`config.mk`:
```
export PLATFORM = sky130hd
export DESIGN_NAME = layer7_seq_ctrl
export DESIGN_NICKNAME = d
export VERILOG_FILES = /design/src/rtl/layer7_seq_pkg.sv /design/src/rtl/layer7_argmax_unit.sv /design/src/rtl/layer7_seq_ctrl.sv
export SDC_FILE = /design/constraint.sdc
export NUM_CORES = 1
export LEC_CHECK = 0
export CORE_UTILIZATION = 50
export DETAILED_ROUTE_END_ITERATION = 8
export PLACE_DENSITY_LB_ADDON = 0.05
export RECOVER_POWER = 25
export SLEW_MARGIN = 20
export SYNTH_ARGS = -nofsm -noshare
export SYNTH_HDL_FRONTEND = slang
export SYNTH_SLANG_ARGS = --single-unit
```
`constraint.sdc`:
```
create_clock -name clk -period 14.66 [get_ports clk]
set_clock_uncertainty 0.2 [all_clocks]
set_input_delay 2.932 -clock clk [delete_from_list [all_inputs] [get_ports clk]]
set_output_delay 2.932 -clock clk [all_outputs]
set_load 0.02 [all_outputs]
```
`src/rtl/layer7_seq_pkg.sv`:
```
// Shared types for the layer-7 sequencer: FSM states, DMA select codes, default sizes.
// Latency/backpressure: n/a (declarations only); LAYER7_SEQ_TIMEOUT_EN enables the ERR path.
package layer7_seq_pkg;

  localparam int NUM_CLASSES_DEF    = 10;
  localparam int WORD_DEF           = 16;
  localparam int BIAS_SETTLE_DEF    = 12;
  localparam int TIMEOUT_CYCLES_DEF = 4096;
  localparam int IDX_W              = 4;

  localparam logic [1:0] SEL_BIAS   = 2'b00;
  localparam logic [1:0] SEL_WEIGHT = 2'b01;
  localparam logic [1:0] SEL_PIXEL  = 2'b10;

  typedef enum logic [3:0] {
    ST_IDLE,
    ST_B_LOAD,
    ST_B_SETTLE,
    ST_W_LOAD,
    ST_P_LOAD,
    ST_RUN,
    ST_ARGMAX,
    ST_DONE,
    ST_ERR
  } state_e;

  function automatic logic is_watched(input state_e s);
    return (s == ST_B_LOAD) || (s == ST_W_LOAD) || (s == ST_P_LOAD) || (s == ST_RUN);
  endfunction

endpackage

```
`src/rtl/layer7_argmax_unit.sv`:
```
// Captures the FC result vector on start, then scans one channel per cycle for the signed maximum.
// Latency: done high NUM_CLASSES cycles after start; no backpressure, start must not repeat mid-scan.
module layer7_argmax_unit
  import layer7_seq_pkg::*;
#(
  parameter int NUM_CLASSES = NUM_CLASSES_DEF,
  parameter int WORD        = WORD_DEF
) (
  input  logic                        clk,
  input  logic                        rst,
  input  logic                        start,
  input  logic [WORD*NUM_CLASSES-1:0] fc_result,
  output logic                        done,
  output logic [IDX_W-1:0]            idx,
  output logic [WORD-1:0]             score
);

  localparam logic [IDX_W-1:0] LAST = IDX_W'(NUM_CLASSES - 1);

  logic [WORD-1:0]  cap_q [NUM_CLASSES];
  logic [WORD-1:0]  cap_d [NUM_CLASSES];
  logic             run_q, run_d;
  logic [IDX_W-1:0] k_q, k_d;
  logic [IDX_W-1:0] idx_q, idx_d;
  logic [WORD-1:0]  score_q, score_d;

  always_comb begin
    cap_d   = cap_q;
    run_d   = run_q;
    k_d     = k_q;
    idx_d   = idx_q;
    score_d = score_q;
    if (start) begin
      for (int i = 0; i < NUM_CLASSES; i++) cap_d[i] = fc_result[WORD*i +: WORD];
      run_d   = 1'b1;
      k_d     = '0;
      idx_d   = '0;
      score_d = fc_result[WORD-1:0];
    end else if (run_q) begin
      // Strictly greater keeps the lowest index on ties.
      if ($signed(cap_q[k_q]) > $signed(score_q)) begin
        idx_d   = k_q;
        score_d = cap_q[k_q];
      end
      if (k_q == LAST) run_d = 1'b0;
      else             k_d   = k_q + 1'b1;
    end
  end

  always_ff @(posedge clk or posedge rst) begin
    if (rst) begin
      for (int i = 0; i < NUM_CLASSES; i++) cap_q[i] <= '0;
      run_q   <= 1'b0;
      k_q     <= '0;
      idx_q   <= '0;
      score_q <= '0;
    end else begin
      cap_q   <= cap_d;
      run_q   <= run_d;
      k_q     <= k_d;
      idx_q   <= idx_d;
      score_q <= score_d;
    end
  end

  assign done  = run_q && (k_q == LAST);
  assign idx   = idx_q;
  assign score = score_q;

endmodule

```
`src/rtl/layer7_seq_ctrl.sv`:
```
// Layer-7 sequencer: bias/weight/pixel DMA loads, FC run, signed argmax, irq; watchdog via LAYER7_SEQ_TIMEOUT_EN.
// Latency: loads + BIAS_SETTLE + FC run + NUM_CLASSES + 1; waits on dma_done/calc_done, start ignored while busy.
module layer7_seq_ctrl
  import layer7_seq_pkg::*;
#(
  parameter int NUM_CLASSES = NUM_CLASSES_DEF,
  parameter int WORD        = WORD_DEF,
  parameter int BIAS_SETTLE = BIAS_SETTLE_DEF
`ifdef LAYER7_SEQ_TIMEOUT_EN
  , parameter int TIMEOUT_CYCLES = TIMEOUT_CYCLES_DEF
`endif
) (
  input  logic                        clk,
  input  logic                        rst,
  input  logic                        start,
  output logic                        dma_req,
  output logic [1:0]                  dma_sel,
  input  logic                        dma_done,
  output logic                        bias_store_done,
  output logic                        weight_store_done,
  output logic                        pixel_store_done,
  input  logic                        layer7_calc_done,
  input  logic [WORD*NUM_CLASSES-1:0] fc_result,
  output logic                        busy,
  output logic [IDX_W-1:0]            class_idx,
  output logic [WORD-1:0]             class_score,
  output logic                        class_valid,
  output logic                        irq,
  output logic                        err
);

  localparam int SETTLE_W = $clog2(BIAS_SETTLE + 1);
  localparam logic [SETTLE_W-1:0] SETTLE_LAST = SETTLE_W'(BIAS_SETTLE - 1);

  state_e              state_q, state_d;
  logic                req_q, req_d;
  logic [1:0]          sel_q, sel_d;
  logic                bsd_q, bsd_d, wsd_q, wsd_d, psd_q, psd_d;
  logic                busy_q, busy_d;
  logic                valid_q, valid_d;
  logic                irq_q, irq_d;
  logic                err_q, err_d;
  logic [SETTLE_W-1:0] settle_q, settle_d;
  logic                am_start, am_done;

`ifdef LAYER7_SEQ_TIMEOUT_EN
  localparam int WD_W = $clog2(TIMEOUT_CYCLES + 1);
  localparam logic [WD_W-1:0] WD_LAST = WD_W'(TIMEOUT_CYCLES - 1);
  logic [WD_W-1:0] wd_q, wd_d;
`endif

  always_comb begin
    state_d  = state_q;
    req_d    = req_q;
    sel_d    = sel_q;
    bsd_d    = 1'b0;
    wsd_d    = 1'b0;
    psd_d    = 1'b0;
    busy_d   = busy_q;
    valid_d  = valid_q;
    irq_d    = 1'b0;
    err_d    = err_q;
    settle_d = settle_q;
    am_start = 1'b0;
    // Every load exits with req low for a cycle; W/P re-raise req on their second cycle.
    unique case (state_q)
      ST_IDLE, ST_DONE, ST_ERR: if (start) begin
        state_d = ST_B_LOAD; req_d = 1'b1; sel_d = SEL_BIAS;
        busy_d = 1'b1; valid_d = 1'b0; err_d = 1'b0;
      end
      ST_B_LOAD: if (dma_done && req_q) begin
        state_d = ST_B_SETTLE; req_d = 1'b0; bsd_d = 1'b1; settle_d = '0;
      end else req_d = 1'b1;
      ST_B_SETTLE: if (settle_q == SETTLE_LAST) begin
        state_d = ST_W_LOAD; sel_d = SEL_WEIGHT;
      end else settle_d = settle_q + 1'b1;
      ST_W_LOAD: if (dma_done && req_q) begin
        state_d = ST_P_LOAD; req_d = 1'b0; wsd_d = 1'b1; sel_d = SEL_PIXEL;
      end else req_d = 1'b1;
      ST_P_LOAD: if (dma_done && req_q) begin
        state_d = ST_RUN; req_d = 1'b0; psd_d = 1'b1;
      end else req_d = 1'b1;
      ST_RUN: if (layer7_calc_done) begin
        state_d = ST_ARGMAX; am_start = 1'b1;
      end
      ST_ARGMAX: if (am_done) begin
        state_d = ST_DONE; busy_d = 1'b0; valid_d = 1'b1; irq_d = 1'b1;
      end
      default: ;
    endcase
`ifdef LAYER7_SEQ_TIMEOUT_EN
    wd_d = wd_q;
    if (state_d != state_q) wd_d = '0;
    else if (is_watched(state_q)) begin
      if (wd_q == WD_LAST) begin
        state_d = ST_ERR; req_d = 1'b0; busy_d = 1'b0;
        err_d = 1'b1; irq_d = 1'b1; wd_d = '0;
      end else wd_d = wd_q + 1'b1;
    end
`endif
  end

  always_ff @(posedge clk or posedge rst) begin
    if (rst) begin
      state_q  <= ST_IDLE;
      req_q    <= 1'b0;
      sel_q    <= SEL_BIAS;
      bsd_q    <= 1'b0;
      wsd_q    <= 1'b0;
      psd_q    <= 1'b0;
      busy_q   <= 1'b0;
      valid_q  <= 1'b0;
      irq_q    <= 1'b0;
      err_q    <= 1'b0;
      settle_q <= '0;
`ifdef LAYER7_SEQ_TIMEOUT_EN
      wd_q     <= '0;
`endif
    end else begin
      state_q  <= state_d;
      req_q    <= req_d;
      sel_q    <= sel_d;
      bsd_q    <= bsd_d;
      wsd_q    <= wsd_d;
      psd_q    <= psd_d;
      busy_q   <= busy_d;
      valid_q  <= valid_d;
      irq_q    <= irq_d;
      err_q    <= err_d;
      settle_q <= settle_d;
`ifdef LAYER7_SEQ_TIMEOUT_EN
      wd_q     <= wd_d;
`endif
    end
  end

  layer7_argmax_unit #(
    .NUM_CLASSES(NUM_CLASSES),
    .WORD       (WORD)
  ) u_argmax (
    .clk      (clk),
    .rst      (rst),
    .start    (am_start),
    .fc_result(fc_result),
    .done     (am_done),
    .idx      (class_idx),
    .score    (class_score)
  );

  assign dma_req           = req_q;
  assign dma_sel           = sel_q;
  assign bias_store_done   = bsd_q;
  assign weight_store_done = wsd_q;
  assign pixel_store_done  = psd_q;
  assign busy              = busy_q;
  assign class_valid       = valid_q;
  assign irq               = irq_q;
`ifdef LAYER7_SEQ_TIMEOUT_EN
  assign err = err_q;
`else
  assign err = 1'b0;
  logic unused_err;
  assign unused_err = err_q ^ err_d;
`endif

endmodule
```
==> results of run 1 <==
final timing paths:
path	slack [ps]	end	start	cells after the start
min	270	u_argmax.cap_q[118]	u_argmax.cap_q[118]	2
min reg2reg	270	u_argmax.cap_q[118]	u_argmax.cap_q[118]	2
max reg2reg	8000	u_argmax.score[13]	u_argmax.k_q[0]	13
max	7120	u_argmax.k_q[1]	rst	2
min in group asynchronous	4380	settle_q[2]	rst	2
max in group clk	8000	u_argmax.score[13]	u_argmax.k_q[0]	13
cell usage in the layout, fill, tap and decap left out, types with 2 or more instances in the layout:
master,n
nand3_1,22
nor2b_1,2
o211ai_1,18
nor2_1,33
o21ai_0,25
clkbuf_1,6
clkbuf_8,5
dfrtp_1,200
clkinv_2,5
nand2_1,488
and3_1,2
nand2b_1,5
ha_1,19
xor2_1,3
clkbuf_16,23
nand3b_1,3
a211oi_1,2
nand3_4,2
clkdlybuf4s50_1,190
mux4_2,32
inv_1,21
xnor2_1,2
a21oi_1,33
a221oi_1,2
o221a_2,15
buf_4,5
dlygate4sd3_1,3
mux2i_1,16
nor3_1,6
a21o_1,3
nand4_1,6
per-layer routing:
metal  track usage  share of wire
met2         0.394           0.46
met3        0.0357          0.055
met5             0              0
met4        0.0595          0.019
met1         0.374           0.46
metrics by stage:
| stage | worst slack [ps] | total power [mW] | cells | utilization | area, um2 |
|---|---|---|---|---|---|
| final | 7120 | 2.82 | 1483 | 0.659 | 12400 |
| after global routing | 6210 | 3.03 | 1483 | 0.659 | 12400 |
| after CTS | 9230 | 2.82 | 1482 | 0.659 | 12400 |
| after detailed placement | 8710 | 2.28 | 1443 | 0.622 | 11700 |
| after global placement | 8750 | 2.24 | 1443 | 0.622 | 11700 |
| after floorplan | 6050 | 1.92 | 1054 | - | 9670 |
final cells by class:
class	count	area, um2	share of cell area
Clock buffer	33	663	0.0535
Clock inverter	6	33.8	0.00272
Inverter	23	87.6	0.00706
Multi-Input combinational cell	760	4280	0.345
Sequential cell	201	5030	0.406
Tap cell	260	325	0.0262
Timing Repair Buffer	200	1980	0.160
registers in the layout (all words and copies together), names as in the netlist, 2 cells and up:
register and cells:
dma_sel 2, settle_q 4, state_q 3, u_argmax.cap_q 160, u_argmax.idx 4, u_argmax.k_q 4, u_argmax.score 16
power groups by stage:
stage / Clock (mW) / Sequential, mW / Combinational, mW
2_1_floorplan: 0 / 0.953 / 0.963
3_3_place_gp: 0 / 1.01 / 1.23
3_5_place_dp: 0 / 1.02 / 1.26
4_1_cts: 0.537 / 1.01 / 1.27
5_1_grt: 0.561 / 1.05 / 1.42
6_report: 0.529 / 1.01 / 1.28
cells by family (layout without fill, tap and decap cells):
group,Yosys count,after routing,synth area share
simple gates,577,577,0.238
flops,201,201,0.520
compound gates,109,109,0.0798
buf+inv,93,262,0.0408
mux,49,49,0.0922
fa+ha+maj,19,19,0.0246
xor+xnor,5,5,0.00453
other cells,1,1,0.000388
==> summary.txt, run 1 <==
Clock sink count - 201
DRC Markers - 0
Top cell type by total area after synthesis - dfrtp_1
Pwr per Cell Area - 227 nW/um2
Hold Crit Class - flop to flop
Final setup violation count - 0
Post-synth top area share - 0.520
Vias in the first global route - 7584
Initial Util - 0.514
Gr usage total - 0.252
Initial antenna violation count - 0
Die X - 141 um
Hold Vio Cnt, Final - 0
RSZ-0062 raised after global routing - no
Clk buf depth - 3
Setup CP Type - input pin to async pin
Seq cells post-synth - 201
CP Capture Type - async pin
Register share of total power - 0.360
Gate Count Post-Synth - 1054
Slowest stage cell, crit path - clkinvlp_2
FILL cells - 1563
P&R area growth vs syn - 28.2%
Fin crit share - 0.514
# H-tree levels - 1
Switching share of power - 0.388
Post-synth EDFFs - 0
Layout cells sized above 1 - 0.0809
Routed len/inst - 16.4 um
Post-CTS Hold Buffers - 0
Async S/R FF share, synth - 1.00
Core box area - 18800 um2
CP top delay family - buffers and inverters
Die height - 141 um
Syn Std Cell Area - 9670 um2
Antenna cells - 0
Leakage - 5.97 nW
Yosys cell types - 49
Post-synth top cells - 488 x nand2_1, 201 x dfrtp_1, 48 x clkbuf_1
Clock Tree Root - clkbuf_16
Clock share of power - 0.188
First-pass GRT wire length - 39300 um
Status - finished with violations
Clock-pin slew on the worst setup and hold paths - 60 ps
Row count - 50
Final ANT Viol Nets - 0
Setup crit start kind - input pin
Crit path DAT - 6600 ps
Initial DRC Count - 520
Maximum clock frequency - 0.133 GHz
Pins Over Slew Limit - 181
VDD IR max - 0.000106 V
GRT overflow - 0
Die ar. - 19900 um2
Setup repair bufs after CTS - 0
Synthesis warning total - 0
WHS - 266 ps
IO Count - 195
Vias - 7729
Net Count, Synth - 1238
Number of port buffers - 193
Violated checks - max-capacitance violations, max-slew violations
Clock Latency Late Sink - 500 ps
CP bufs+invs - 2
Gate power share - 0.453
CTS buffer count - 22
Post-cts resize count - 0
TritonCTS clock tree - done
Worst-Margin Slew - 5550 ps
Synth area leaders - dfrtp_1 52%, nand2_1 19%, mux4_2 7.5%
Most frequent cell after synthesis - nand2_1
Largest net degree at the start of global routing - 125
Pint - 1.73 mW
Minimum clock period - 7540 ps
Syn Area/Cell - 9.18 um2
Crit-path max FO - 124
Sw power - 1.09 mW
Critical Path, Cell by Cell - dlygate4sd3_1, clkinvlp_2
Setup TNS - 0 ps
Max transition margin - -2.72
DP HPWL - 16100 um
Drt pass-1 iters - 5
Max Cap Viol - 3
Top_reg_cell synth - dfrtp_1
CP max stage delay - 3040 ps
Critical path data required time - 13720 ps
Drt via density - 5.21
Post-synthesis sequential area ratio - 0.520
Nets - 1392
GPL Wtd Cong - 0.818
Routed WL - 24300 um
Power figures use the tool's default switching activity.
==> run 2, diff against run 1 <==
- CORE_UTILIZATION: 50 -> 47
- clock period: 14.66 -> 6.51 ns (I/O delays scaled with it)
==> run 2 against run 1 <==
Compared with the run above: the run now ends clean; via count decreased by 0.82%; sequential power increased by 120%; combinational power increased by 130%; sequential share of layout area decreased by 0.36 points.
==> summary.txt, run 2 (synthesis results as in run 1) <==
Slowest stage cell, crit path - dfrtp_4
Critical path data required time - 6720 ps
Final ANT Viol Nets - 0
Multi-input gate area - 4280 um2
Pins Over Slew Limit - 0
VDD IR max - 0.000262 V
Clk buf depth - 3
Setup CP Type - flop to flop
Routed len/inst - 16.5 um
Final setup violation count - 0
Max transition margin - 0.292
Post-CTS Hold Buffers - 0
TritonCTS clock tree - done
# H-tree levels - 1
Commonest non-fill, non-tap cells in the layout - 488 x nand2_1, 199 x dfrtp_1, 190 x clkdlybuf4s50_1, 33 x nor2_1, 33 x a21oi_1
Initial Util - 0.478
CTS buffer count - 22
Die height - 145 um
Initial DRC Count - 476
Drt via density - 5.12
Layout cells sized above 1 - 0.0863
Post-cts resize count - 0
Most common cell after layout, fill and taps aside - nand2_1
Max Cap Viol - 0
Core box area - 20200 um2
First-pass GRT wire length - 40300 um
CP Capture Type - flop
Clock Latency Late Sink - 500 ps
Setup repair bufs after CTS - 0
Crit path DAT - 4750 ps
Max reg flops - 160
GRT overflow - 0
Core Util, Final - 0.619
RSZ-0062 raised after global routing - no
Die ar. - 21200 um2
Clock sink count - 201
Setup TNS - 0 ps
Clock-pin slew on the worst setup and hold paths - 60 ps
Critical Path, Cell by Cell - mux4_2, a21oi_1, o21ai_0, ha_1, nand4_2, nor2_1, a311o_1, o41ai_4, buf_6, nor3_1, a221oi_2
FILL cells - 1742
Biggest register - u_argmax.cap_q
Worst-Margin Slew - 1060 ps
Initial antenna violation count - 0
DRC Markers - 0
Crit-path max FO - 53
P&R area growth vs syn - 29.5%
Leakage - 6.00 nW
Routed WL - 24700 um
IO Count - 195
Antenna cells - 0
Nets - 1396
Largest net degree at the start of global routing - 189
Hold Crit Class - flop to flop
Maximum clock frequency - 0.220 GHz
DP HPWL - 16700 um
Row count - 52
Vias in the first global route - 7573
Vias - 7666
Hold Vio Cnt, Final - 0
Status - finished, final reports clean
Gr usage total - 0.240
Fin crit share - 0.698
Number of port buffers - 193
CP max stage delay - 1090 ps
Setup crit start kind - flop
GPL Wtd Cong - 0.808
Die X - 145 um
Drt pass-1 iters - 4
Minimum clock period - 4540 ps
Pwr per Cell Area - 511 nW/um2
Register area - 5030 um2
Clock Tree Root - clkbuf_16
## run 2: layout make-up
| cell class | count | area share |
|---|---|---|
| repair buffers | 204 | 0.164 |
| inverters | 23 | 0.00700 |
| flip-flops and latches | 201 | 0.402 |
| clock buffers | 33 | 0.0530 |
| clock inverters | 7 | 0.00560 |
| well taps | 270 | 0.0270 |
| multi-input cells | 760 | 0.341 |
## run 2: worst max-delay path: cells and delay by family, from the launching register on
| family | cells | cell delay (ps) |
|---|---|---|
| AO/OA/AOI/OAI | 5 | 1670 |
| adder cells (fa/ha/maj) | 1 | 360 |
| buffers and inverters | 1 | 250 |
| flip-flops | 1 | 1090 |
| multiplexers | 1 | 600 |
| AND/OR/NAND/NOR | 3 | 270 |
## run 2: metal layers
layer	vias up	GRT usage	share of wire
met4	0	0.0711	0.030
met2	188	0.361	0.44
li1	3788	-	-
met1	3652	0.359	0.48
met5	-	0	0
met3	38	0.0361	0.042
## run 2: stage by stage
stage | cells | cell area [um2] | power (mW) | worst slack (ps) | hold slack, ps
after floorplan | 1054 | 9670 | 4.31 | 2410 | 240
after CTS | 1496 | 12500 | 6.41 | 1700 | 272
after detailed placement | 1456 | 11800 | 5.14 | 1730 | 257
after global placement | 1456 | 11800 | 5.07 | 1770 | 253
final | 1498 | 12500 | 6.40 | 1970 | 265
after global routing | 1498 | 12500 | 6.86 | 1680 | 285
## run 2: report_power, final
group          internal [mW]  switching, mW  total (mW)
registers               1.83          0.442        2.27
clock network          0.745          0.503        1.25
logic                   1.35           1.52        2.88
total                   3.93           2.47        6.40
## run 2: path summary, 6_finish.rpt
kind,slack [ps],from,cells past startpoint,endpoint
hold reg to reg,270,u_argmax.cap_q[108],2,u_argmax.cap_q[108]
setup / recovery,1970,u_argmax.k_q[0],11,u_argmax.score[0]
max in group asynchronous,3640,rst,4,u_argmax.cap_q[112]
min in group asynchronous,1110,rst,2,u_argmax.cap_q[67]
setup reg to reg,1970,u_argmax.k_q[0],11,u_argmax.score[0]
hold / removal,270,u_argmax.cap_q[108],2,u_argmax.cap_q[108]
